## src/rtl/ppu_render_timing_if.sv

```systemverilog
`default_nettype none
//==============================================================================
// ppu_render_timing_if : register-block <-> render-timing signal bundle.
// Revision 1.0
//==============================================================================
interface ppu_render_timing_if;
    logic       background_EN;
    logic       sprite_EN;
    logic       interrupt_EN;
    logic       clearVerticalBlank;
    logic [8:0] dot;
    logic [8:0] scanline;
    logic       oddFrame;
    logic       isRendering;
    logic       incrementX;
    logic       incrementY;
    logic       resetX;
    logic       resetY;
    logic       clearSpriteFlags;
    logic       verticalBlankRegion;
    logic       nmi_N;

    // Register-block side: owns the enables, consumes timing and strobes.
    modport master (
        output background_EN, sprite_EN, interrupt_EN, clearVerticalBlank,
        input  dot, scanline, oddFrame, isRendering, incrementX, incrementY,
               resetX, resetY, clearSpriteFlags, verticalBlankRegion, nmi_N
    );

    modport slave (
        input  background_EN, sprite_EN, interrupt_EN, clearVerticalBlank,
        output dot, scanline, oddFrame, isRendering, incrementX, incrementY,
               resetX, resetY, clearSpriteFlags, verticalBlankRegion, nmi_N
    );
endinterface
`default_nettype wire

```

## src/rtl/ppu_render_timing.sv

```systemverilog
`default_nettype none
//==============================================================================
// ppu_render_timing : NTSC dot/scanline counters, scroll strobes, vblank, NMI.
// Revision 1.0
//==============================================================================
module ppu_render_timing #(
    parameter int DOTS_PER_LINE   = 341,
    parameter int LINES_PER_FRAME = 262,
    parameter int VBLANK_LINE     = 241,
    parameter int PRERENDER_LINE  = 261
) (
    input  logic               clk,
    input  logic               reset_n,
    ppu_render_timing_if.slave bus
);
    localparam logic [8:0] c_last_dot     = 9'(DOTS_PER_LINE - 1);
    localparam logic [8:0] c_last_line    = 9'(LINES_PER_FRAME - 1);
    localparam logic [8:0] c_vbl_line     = 9'(VBLANK_LINE);
    localparam logic [8:0] c_pre_line     = 9'(PRERENDER_LINE);
    localparam logic [8:0] c_last_visible = 9'd239;
    localparam logic [8:0] c_flag_dot     = 9'd1;
    localparam logic [8:0] c_inc_x_first  = 9'd8;
    localparam logic [8:0] c_inc_y_dot    = 9'd256;
    localparam logic [8:0] c_prefetch_a   = 9'd328;
    localparam logic [8:0] c_prefetch_b   = 9'd336;
    localparam logic [8:0] c_reset_x_dot  = 9'd257;
    localparam logic [8:0] c_reset_y_lo   = 9'd280;
    localparam logic [8:0] c_reset_y_hi   = 9'd304;

    logic [8:0] dot_q, dot_d;
    logic [8:0] scanline_q, scanline_d;
    logic       odd_frame_q, odd_frame_d;
    logic       inc_x_q, inc_x_d;
    logic       inc_y_q, inc_y_d;
    logic       reset_x_q, reset_x_d;
    logic       reset_y_q, reset_y_d;
    logic       clr_spr_q, clr_spr_d;
    logic       vblank_q, vblank_d;
    logic       nmi_n_q, nmi_n_d;

    logic       w_rend;
    logic       w_skip;
    logic       w_vis_next;
    logic       w_gate_next;

    always_comb begin
        w_rend = bus.background_EN | bus.sprite_EN;
        w_skip = (scanline_q == c_pre_line) && (dot_q == (c_last_dot - 9'd1))
                 && odd_frame_q && w_rend;

        dot_d       = dot_q + 9'd1;
        scanline_d  = scanline_q;
        odd_frame_d = odd_frame_q;
        if (w_skip || (dot_q == c_last_dot)) begin
            dot_d = '0;
            if (w_skip || (scanline_q == c_last_line)) begin
                scanline_d  = '0;
                odd_frame_d = ~odd_frame_q;
            end else begin
                scanline_d = scanline_q + 9'd1;
            end
        end

        // Strobes decode the upcoming position so they line up with the
        // dot/scanline values the outputs will show after this edge.
        w_vis_next  = (scanline_d <= c_last_visible) || (scanline_d == c_pre_line);
        w_gate_next = w_rend & w_vis_next;

        inc_x_d   = w_gate_next &
                    (((dot_d[2:0] == 3'd0) && (dot_d >= c_inc_x_first) && (dot_d <= c_inc_y_dot))
                     || (dot_d == c_prefetch_a) || (dot_d == c_prefetch_b));
        inc_y_d   = w_gate_next & (dot_d == c_inc_y_dot);
        reset_x_d = w_gate_next & (dot_d == c_reset_x_dot);
        reset_y_d = w_gate_next & (scanline_d == c_pre_line)
                    & (dot_d >= c_reset_y_lo) & (dot_d <= c_reset_y_hi);
        clr_spr_d = (scanline_d == c_pre_line) && (dot_d == c_flag_dot);

        // A status read landing on the set edge wins, suppressing this frame's set.
        vblank_d = vblank_q;
        if (bus.clearVerticalBlank || ((scanline_d == c_pre_line) && (dot_d == c_flag_dot))) begin
            vblank_d = 1'b0;
        end else if ((scanline_d == c_vbl_line) && (dot_d == c_flag_dot)) begin
            vblank_d = 1'b1;
        end

        nmi_n_d = ~(vblank_q & bus.interrupt_EN);
    end

    always_ff @(posedge clk or negedge reset_n) begin
        if (!reset_n) begin
            dot_q       <= '0;
            scanline_q  <= c_pre_line;
            odd_frame_q <= 1'b0;
            inc_x_q     <= 1'b0;
            inc_y_q     <= 1'b0;
            reset_x_q   <= 1'b0;
            reset_y_q   <= 1'b0;
            clr_spr_q   <= 1'b0;
            vblank_q    <= 1'b0;
            nmi_n_q     <= 1'b1;
        end else begin
            dot_q       <= dot_d;
            scanline_q  <= scanline_d;
            odd_frame_q <= odd_frame_d;
            inc_x_q     <= inc_x_d;
            inc_y_q     <= inc_y_d;
            reset_x_q   <= reset_x_d;
            reset_y_q   <= reset_y_d;
            clr_spr_q   <= clr_spr_d;
            vblank_q    <= vblank_d;
            nmi_n_q     <= nmi_n_d;
        end
    end

    assign bus.dot                 = dot_q;
    assign bus.scanline            = scanline_q;
    assign bus.oddFrame            = odd_frame_q;
    assign bus.isRendering         = w_rend &
                                     ((scanline_q <= c_last_visible) || (scanline_q == c_pre_line));
    assign bus.incrementX          = inc_x_q;
    assign bus.incrementY          = inc_y_q;
    assign bus.resetX              = reset_x_q;
    assign bus.resetY              = reset_y_q;
    assign bus.clearSpriteFlags    = clr_spr_q;
    assign bus.verticalBlankRegion = vblank_q;
    assign bus.nmi_N               = nmi_n_q;
endmodule
`default_nettype wire

```

## src/flat_wrapper.sv

```systemverilog
// flat-port wrapper written by rule: the top's interface ports become plain ports
module ppu_render_timing_flat 
#(
    parameter int DOTS_PER_LINE   = 341,
    parameter int LINES_PER_FRAME = 262,
    parameter int VBLANK_LINE     = 241,
    parameter int PRERENDER_LINE  = 261
)
  (clk, reset_n, bus_background_EN, bus_sprite_EN, bus_interrupt_EN, bus_clearVerticalBlank, bus_dot, bus_scanline, bus_oddFrame, bus_isRendering, bus_incrementX, bus_incrementY, bus_resetX, bus_resetY, bus_clearSpriteFlags, bus_verticalBlankRegion, bus_nmi_N);
  ppu_render_timing_if bus_i ();
  input  logic clk;
  input  logic reset_n;
  input wire logic [$bits(bus_i.background_EN)-1:0] bus_background_EN;
  input wire logic [$bits(bus_i.sprite_EN)-1:0] bus_sprite_EN;
  input wire logic [$bits(bus_i.interrupt_EN)-1:0] bus_interrupt_EN;
  input wire logic [$bits(bus_i.clearVerticalBlank)-1:0] bus_clearVerticalBlank;
  output wire logic [$bits(bus_i.dot)-1:0] bus_dot;
  output wire logic [$bits(bus_i.scanline)-1:0] bus_scanline;
  output wire logic [$bits(bus_i.oddFrame)-1:0] bus_oddFrame;
  output wire logic [$bits(bus_i.isRendering)-1:0] bus_isRendering;
  output wire logic [$bits(bus_i.incrementX)-1:0] bus_incrementX;
  output wire logic [$bits(bus_i.incrementY)-1:0] bus_incrementY;
  output wire logic [$bits(bus_i.resetX)-1:0] bus_resetX;
  output wire logic [$bits(bus_i.resetY)-1:0] bus_resetY;
  output wire logic [$bits(bus_i.clearSpriteFlags)-1:0] bus_clearSpriteFlags;
  output wire logic [$bits(bus_i.verticalBlankRegion)-1:0] bus_verticalBlankRegion;
  output wire logic [$bits(bus_i.nmi_N)-1:0] bus_nmi_N;
  assign bus_i.background_EN = bus_background_EN;
  assign bus_i.sprite_EN = bus_sprite_EN;
  assign bus_i.interrupt_EN = bus_interrupt_EN;
  assign bus_i.clearVerticalBlank = bus_clearVerticalBlank;
  assign bus_dot = bus_i.dot;
  assign bus_scanline = bus_i.scanline;
  assign bus_oddFrame = bus_i.oddFrame;
  assign bus_isRendering = bus_i.isRendering;
  assign bus_incrementX = bus_i.incrementX;
  assign bus_incrementY = bus_i.incrementY;
  assign bus_resetX = bus_i.resetX;
  assign bus_resetY = bus_i.resetY;
  assign bus_clearSpriteFlags = bus_i.clearSpriteFlags;
  assign bus_verticalBlankRegion = bus_i.verticalBlankRegion;
  assign bus_nmi_N = bus_i.nmi_N;
  ppu_render_timing #(.DOTS_PER_LINE(DOTS_PER_LINE), .LINES_PER_FRAME(LINES_PER_FRAME), .VBLANK_LINE(VBLANK_LINE), .PRERENDER_LINE(PRERENDER_LINE)) u_core (.clk(clk), .reset_n(reset_n), .bus(bus_i));
endmodule
```

## config.mk

```make
export PLATFORM = sky130hd
export DESIGN_NAME = ppu_render_timing_flat
export DESIGN_NICKNAME = d
export VERILOG_FILES = /design/src/rtl/ppu_render_timing_if.sv /design/src/rtl/ppu_render_timing.sv /design/src/flat_wrapper.sv
export SDC_FILE = /design/constraint.sdc
export NUM_CORES = 1
export LEC_CHECK = 0
export CELL_PAD_IN_SITES_DETAIL_PLACEMENT = 0
export CELL_PAD_IN_SITES_GLOBAL_PLACEMENT = 1
export CORE_MARGIN = 2
export CORE_UTILIZATION = 35
export CTS_CLUSTER_SIZE = 12
export DETAILED_ROUTE_END_ITERATION = 6
export PLACE_DENSITY = 0.74
export SLEW_MARGIN = 20
export SYNTH_ARGS = -nofsm -noshare
export SYNTH_HDL_FRONTEND = slang
export SYNTH_SLANG_ARGS = --single-unit
```

## constraint.sdc

```tcl
create_clock -name clk -period 2.5 [get_ports clk]
set_input_delay 0.5 -clock clk [delete_from_list [all_inputs] [get_ports clk]]
set_output_delay 0.5 -clock clk [all_outputs]
set_load 0.01 [all_outputs]
```

Word level (Yosys, flattened, before mapping):

Cells that the tools add are included.
W data, S select, Z words.

* add/sub/neg operators: 2
* multipliers: 0
* divide/modulo/power cells: 0
* $lt $le $gt $ge: 6
* eq/ne operators: 10
* shift-type cells: 0
* muxes and demuxes: 5
* bitwise operators: 12
* reductions and logical operators: 17

Operators by type and width (number)
* $eq A9 B9 Y1 const B: 8
* $mux W9: 3
* $add A9 B1 Y9 const B: 2
* $le A9 B8 Y1 const B: 2
* $le A9 B9 Y1 const B: 2
* $and A1 B1 Y1: 9
* $eq A9 B1 Y1 const B: 1
* $eq A9 B8 Y1 const B: 1
* $ge A9 B4 Y1 const B: 1
* $ge A9 B9 Y1 const B: 1
* $logic_and A1 B1 Y1: 7
* $logic_or A1 B1 Y1: 7
* $logic_not A3 Y1: 1
* $mux W1: 2
* $not A1 Y1: 2
* $reduce_and A2 Y1: 1
* $reduce_bool A2 Y1: 1
* $or A1 B1 Y1: 1

* bits in registers: 26
* bits in latches: 0
* RAM bits: 0
* memory bits (read-only): 0
* input port bits: 6
* memories: 0

Depth between registers and ports, before layout:

* word-level depth: 13
* mapped depth: 10
* depth with buffers taken out: 9

Worst setup path after synthesis:

Ideal clock, no wire load.

* kind: reg2reg
* from: register u_core.scanline_q[0] (netlist: u_core.bus.scanline[0])
* to: register u_core.vblank_q (netlist: u_core.bus.verticalBlankRegion)
* setup time: 87 ps
* arrival: 2367 ps
* data required time: 2413 ps
* slack: 47 ps
* stages on the path, launching flop included: 10
* buffers on the path: 1
* cell sequence: dfstp_2 -> ha_1 -> nor4bb_4 -> a41oi_4 -> or2_1 -> buf_6 -> a211o_4 -> nor3_2 -> nand3_1 -> a211oi_2

* longest elaborated chain between the ends: 11

RTL lines
* from (decl): line ppu_render_timing.sv:31 `logic [8:0] scanline_q, scanline_d;`
* from (signal assigned): line ppu_render_timing.sv:92 `scanline_q <= c_pre_line;`
* from (signal assigned): line ppu_render_timing.sv:103 `scanline_q <= scanline_d;`
* branches (longest 6 deep; another with $add A9 B1 Y9)
* $mux W9 *: line ppu_render_timing.sv:54 `if (w_skip || (dot_q == c_last_dot)) begin`
* named net u_core.scanline_d[8]: line ppu_render_timing.sv:31
* $eq A9 B9 Y1: line ppu_render_timing.sv:80 `if (bus.clearVerticalBlank || ((scanline_d == c_pre_line) && (dot_d == c_flag_dot))) begin`
* $logic_and A1 B1 Y1: line ppu_render_timing.sv:80
* $logic_or A1 B1 Y1: line ppu_render_timing.sv:80
* $mux W1 or $reduce_bool A2 Y1 (tied branches)
* to (signal assigned): line ppu_render_timing.sv:110 `vblank_q <= vblank_d;`
* to (decl): line ppu_render_timing.sv:38 `logic vblank_q, vblank_d;`

Mark *: on every way through the listed nets, which the timed path passes.
A chain may end at the register's enable or synchronous reset.

Worst setup path in the final report:

* from: register u_core.scanline_q[0] (netlist: u_core.bus.scanline[0])
* to: register u_core.reset_y_q (netlist: u_core.bus.resetY)

RTL lines
* $eq A9 B9 Y1 *: line ppu_render_timing.sv:48 `w_skip = (scanline_q == c_pre_line) && (dot_q == (c_last_dot - 9'd1))`
* $logic_and A1 B1 Y1 *: line ppu_render_timing.sv:48
* $logic_and A1 B1 Y1 * (2 in a row): line ppu_render_timing.sv:49 `&& odd_frame_q && w_rend;`
* $logic_or A1 B1 Y1 *: line ppu_render_timing.sv:54
* $mux W9 *: line ppu_render_timing.sv:54
* named net u_core.dot_d[6]: line ppu_render_timing.sv:30 `logic [8:0] dot_q, dot_d;`
* $ge A9 B9 Y1: line ppu_render_timing.sv:75 `& (dot_d >= c_reset_y_lo) & (dot_d <= c_reset_y_hi);`
* $and A1 B1 Y1: line ppu_render_timing.sv:75
* $and A1 B1 Y1 *: line ppu_render_timing.sv:75
* named net u_core.reset_y_d: line ppu_render_timing.sv:36 `logic reset_y_q, reset_y_d;`
* to (signal assigned): line ppu_render_timing.sv:108 `reset_y_q <= reset_y_d;`
* to (decl): line ppu_render_timing.sv:36

The timed path passes the listed nets; every way through them passes the cells marked *.

==> flow_metrics.tcl <==
set metrics [dict create \
    synth_area_mm2 0.001618 \
    crit_start "u_core.bus.scanline[0]$_DFF_PN1_" \
    rows 24 \
    cts_sinks 26 \
    num_io_pins 33 \
    power.share.switching_pct 19.49 \
    power.density_mw_per_mm2 330.5 \
    cp.required_ps 2700 \
    antenna_found_initial 0 \
    r2r-end "u_core.bus.resetY$_DFF_PN0_" \
    synth_top_cell_by_area "dfrtp_1" \
    worst_setup_path_end_kind "register" \
    drtAntennaViolNets 0 \
    die_w_um 71.99 \
    fin_ws_ps -11.63 \
    p_leak_nw 0.9586 \
    area_growth_pct 49.65 \
    start_util_pct 36.65 \
    clock-root-buffer "clkbuf_8" \
    finalInstanceArea_mm2 0.002421 \
    vdd_drop_max_mv 0.1963 \
    final_core_util_pct 54.85 \
    hold_class "reg -> reg" \
    grt-ovfl-total 0 \
    num-fill-cells 393 \
    worst_hold_slack_ps 418.8 \
    finalClockSkew_ps 8.816 \
    crit_fanout 4 \
    path_class "reg -> reg" \
    comb_power_share_pct 2.7 \
    yosys-top-cells-area "dfrtp_1, dfstp_2, xnor2_1" \
    layout.nets 241 \
    synth.top_cell.area_share_pct 34.03 \
    fp.dieH_um 71.99 \
    grt_pass1_vias 1611 \
    power_switching_mw 0.1560 \
    cts_tree "yes" \
    failed_checks "negative setup slack" \
    rr_worst_depth 9 \
    synthArstFlopShare_pct 100.0 \
    routed_wl_mm 4.611 \
    dieArea_mm2 0.005182 \
    syn_nets 172 \
    num_vias 1508 \
    path_cells "ha_4 -> nor4bb_4 -> buf_4 -> a41oi_4 -> or2_4 -> nand2_2 -> inv_2 -> or4b_4 -> a211oi_2" \
    avgSynthCellArea_um2 9.986 \
    grt_max_degree 27 \
    drv_slew 0 \
    netlist_instances 162 \
    setup_tns_ps -11.63 \
    gp_congestion 0.8956 \
    p_seq_share_pct 52.6 \
    max_stage_delay_ps 560 \
    multi_input_area_um2 985.9 \
    ys_seq_area_share_pct 40.53 \
    final.period_utilization_pct 100.5 \
    cts_inserted_buffers 3 \
    placed_area_mm2 0.002201 \
    seqCellArea_um2 655.6 \
    tightestPinTransition_ps 469.7 \
    vias_per_cell 5.348 \
    drive_gt1_share_pct 31.30 \
    synth.ff_latch_count 26 \
    p_int_mw 0.6442 \
    num_antenna_cells 0 \
    timing.fmax_mhz 398.1 \
    cts_max_level 1 \
    cp_slowest_cell "dfstp_2" \
    track_usage_pct 19.03 \
    max_cap_viol_count 0 \
    core_mm2 0.004414 \
    clk_latency_ps 280 \
    reg2reg_from "u_core.bus.scanline[0]$_DFF_PN1_" \
    grt_pass1_wl_mm 7.707 \
    pre_cts_slack_ps -195.1 \
    synth.distinct_cells 48 \
    slew_headroom_pct 68.61 \
    critPathLaunchType "register" \
    clk_pin_slew_worst_paths_ps 100 \
    drc 0 \
    rsz0062_at_grt "yes" \
    io_buffers 32 \
    synth_edf_count 0 \
    r2r_setup_slack_ps -10 \
    outcome "finished with violations" \
    wl_per_cell_um 16.35 \
    fin_crit_ps 2512 \
    dpl.hpwl_mm 3.403 \
    ys.flop_type "dfrtp_1" \
    drtPass1Iterations 4 \
    drtIter0Drc 105 \
    clockPowerShare_pct 44.7 \
    hold_viol 0 \
    endpoint "u_core.bus.resetY$_DFF_PN0_" \
    cp.arrival_ps 2710 \
    ys.warnings.count 0 \
    finalSetupViolations 1 \
    cts.path.max_buffers 2 \
]
-- Yosys cell counts (all sizes together), types with 2 or more instances --
cell and instances:
nor2 16, nand4 5, o31ai 4, nand3 10
inv 9, ha 4, o211a 2, and2 3
xor2 5, nor3 5, dfstp 4, a21oi 6
a211oi 3, xnor2 8, and4 5, dfrtp 22
nor4 4, nand2 16, buf 5, nor2b 3
and3 2, o21ai 3
-- cell usage in the layout, fill, tap and decap left out, types with 2 or more instances in the layout --
cell type and count:
xor2_1 5, dfstp_2 4, nor3_1 2, inv_1 8
nand3_1 10, ha_1 3, nand4_1 5, nor3_2 3
and2_1 3, and4_1 4, a21oi_1 6, buf_4 35
and3_1 2, clkbuf_8 3, nor2_1 15, xnor2_1 8
nand2_1 15, a211oi_2 2, clkdlybuf4s50_1 31, nor4_1 2
nor2b_1 3, o21ai_0 2, o211a_1 2, dfrtp_1 22
o31ai_2 2
-- final cells by class --
class / instances / area share, %
clock buffer: 3 / 1.705
clock inverter: 1 / 1.240
inverter: 9 / 1.395
multi-input combinational: 122 / 40.72
sequential: 26 / 27.08
tap: 52 / 2.687
timing repair buffer: 69 / 25.17
-- registers in the layout, summed over array words and instances (netlist names) --
register / cells
u_core.bus.verticalBlankRegion: 1
u_core.bus.incrementY: 1
u_core.bus.oddFrame: 1
u_core.bus.resetX: 1
u_core.bus.incrementX: 1
u_core.bus.scanline: 9
u_core.bus.nmi_N: 1
u_core.bus.clearSpriteFlags: 1
u_core.bus.dot: 9
u_core.bus.resetY: 1
-- kinds of logic (layout without fill, tap and decap cells) --
kind of cell | count (synthesis) | after routing | share of synthesized area (%)
AOI/OAI and AO/OA | 28 | 28 | 15.70
xor gates and xnor gates | 13 | 13 | 7.038
adders and majority gates | 4 | 4 | 3.094
buffers and inverters | 14 | 82 | 4.717
DFF | 26 | 26 | 40.53
muxes | 1 | 1 | 0.6187
and+or+nand+nor | 76 | 76 | 28.31
-- through the flow --
| stage | power, mW | std cells |
|---|---|---|
| 2_1_floorplan | 0.4307 | 162 |
| 3_3_place_gp | 0.4511 | 273 |
| 3_5_place_dp | 0.4517 | 273 |
| 4_1_cts | 0.8107 | 281 |
| 5_1_grt | 0.8253 | 282 |
| 6_report | 0.8001 | 282 |
-- critical path: cells and delay by family (launching register included) --
kind,cells,cell delay (ps)
buffers and inverters,2,230
AND/OR/NAND/NOR,4,1180
flip-flops,1,560
AO/OA/AOI/OAI,2,350
adder cells (fa/ha/maj),1,130
-- power groups by stage --
stage	Sequential (mW)	Combinational, mW	Clock, mW
6_report	0.421	0.0215	0.358
5_1_grt	0.421	0.0242	0.380
4_1_cts	0.421	0.0226	0.367
3_5_place_dp	0.429	0.0231	0
3_3_place_gp	0.429	0.0225	0
2_1_floorplan	0.429	0.00196	0
-- what timing repair did --
action	in CTS	in global routing
hold buffers	0	0
pin swaps	15	2
buffers inserted	4	1
resized for setup	14	9
endpoints found under the setup margin	7	7
hold endpoints to repair	0	0
cloned	0	0
-- worst min path at each step --
stage                                               startpoint  cells past startpoint  slack (ps)                                    end
floorplan                                              reset_n                      0         200  u_core.bus.clearSpriteFlags$_DFF_PN0_
global placement    u_core.bus.verticalBlankRegion$_DFFE_PN0P_                      1         410             u_core.bus.nmi_N$_DFF_PN1_
detailed placement  u_core.bus.verticalBlankRegion$_DFFE_PN0P_                      1         410             u_core.bus.nmi_N$_DFF_PN1_
CTS                 u_core.bus.verticalBlankRegion$_DFFE_PN0P_                      1         420             u_core.bus.nmi_N$_DFF_PN1_
global route        u_core.bus.verticalBlankRegion$_DFFE_PN0P_                      1         440             u_core.bus.nmi_N$_DFF_PN1_
finish              u_core.bus.verticalBlankRegion$_DFFE_PN0P_                      1         420             u_core.bus.nmi_N$_DFF_PN1_
-- routing by layer --
| layer | vias to the layer above | GRT usage, % | routed length, um |
|---|---|---|---|
| li1 | 723 | - | - |
| met1 | 723 | 23.92 | 1949 |
| met2 | 54 | 33.85 | 2375 |
| met3 | 8 | 2.361 | 224 |
| met4 | 0 | 6.289 | 62 |
| met5 | - | 0 | 0 |
Power figures use the tool's default switching activity.
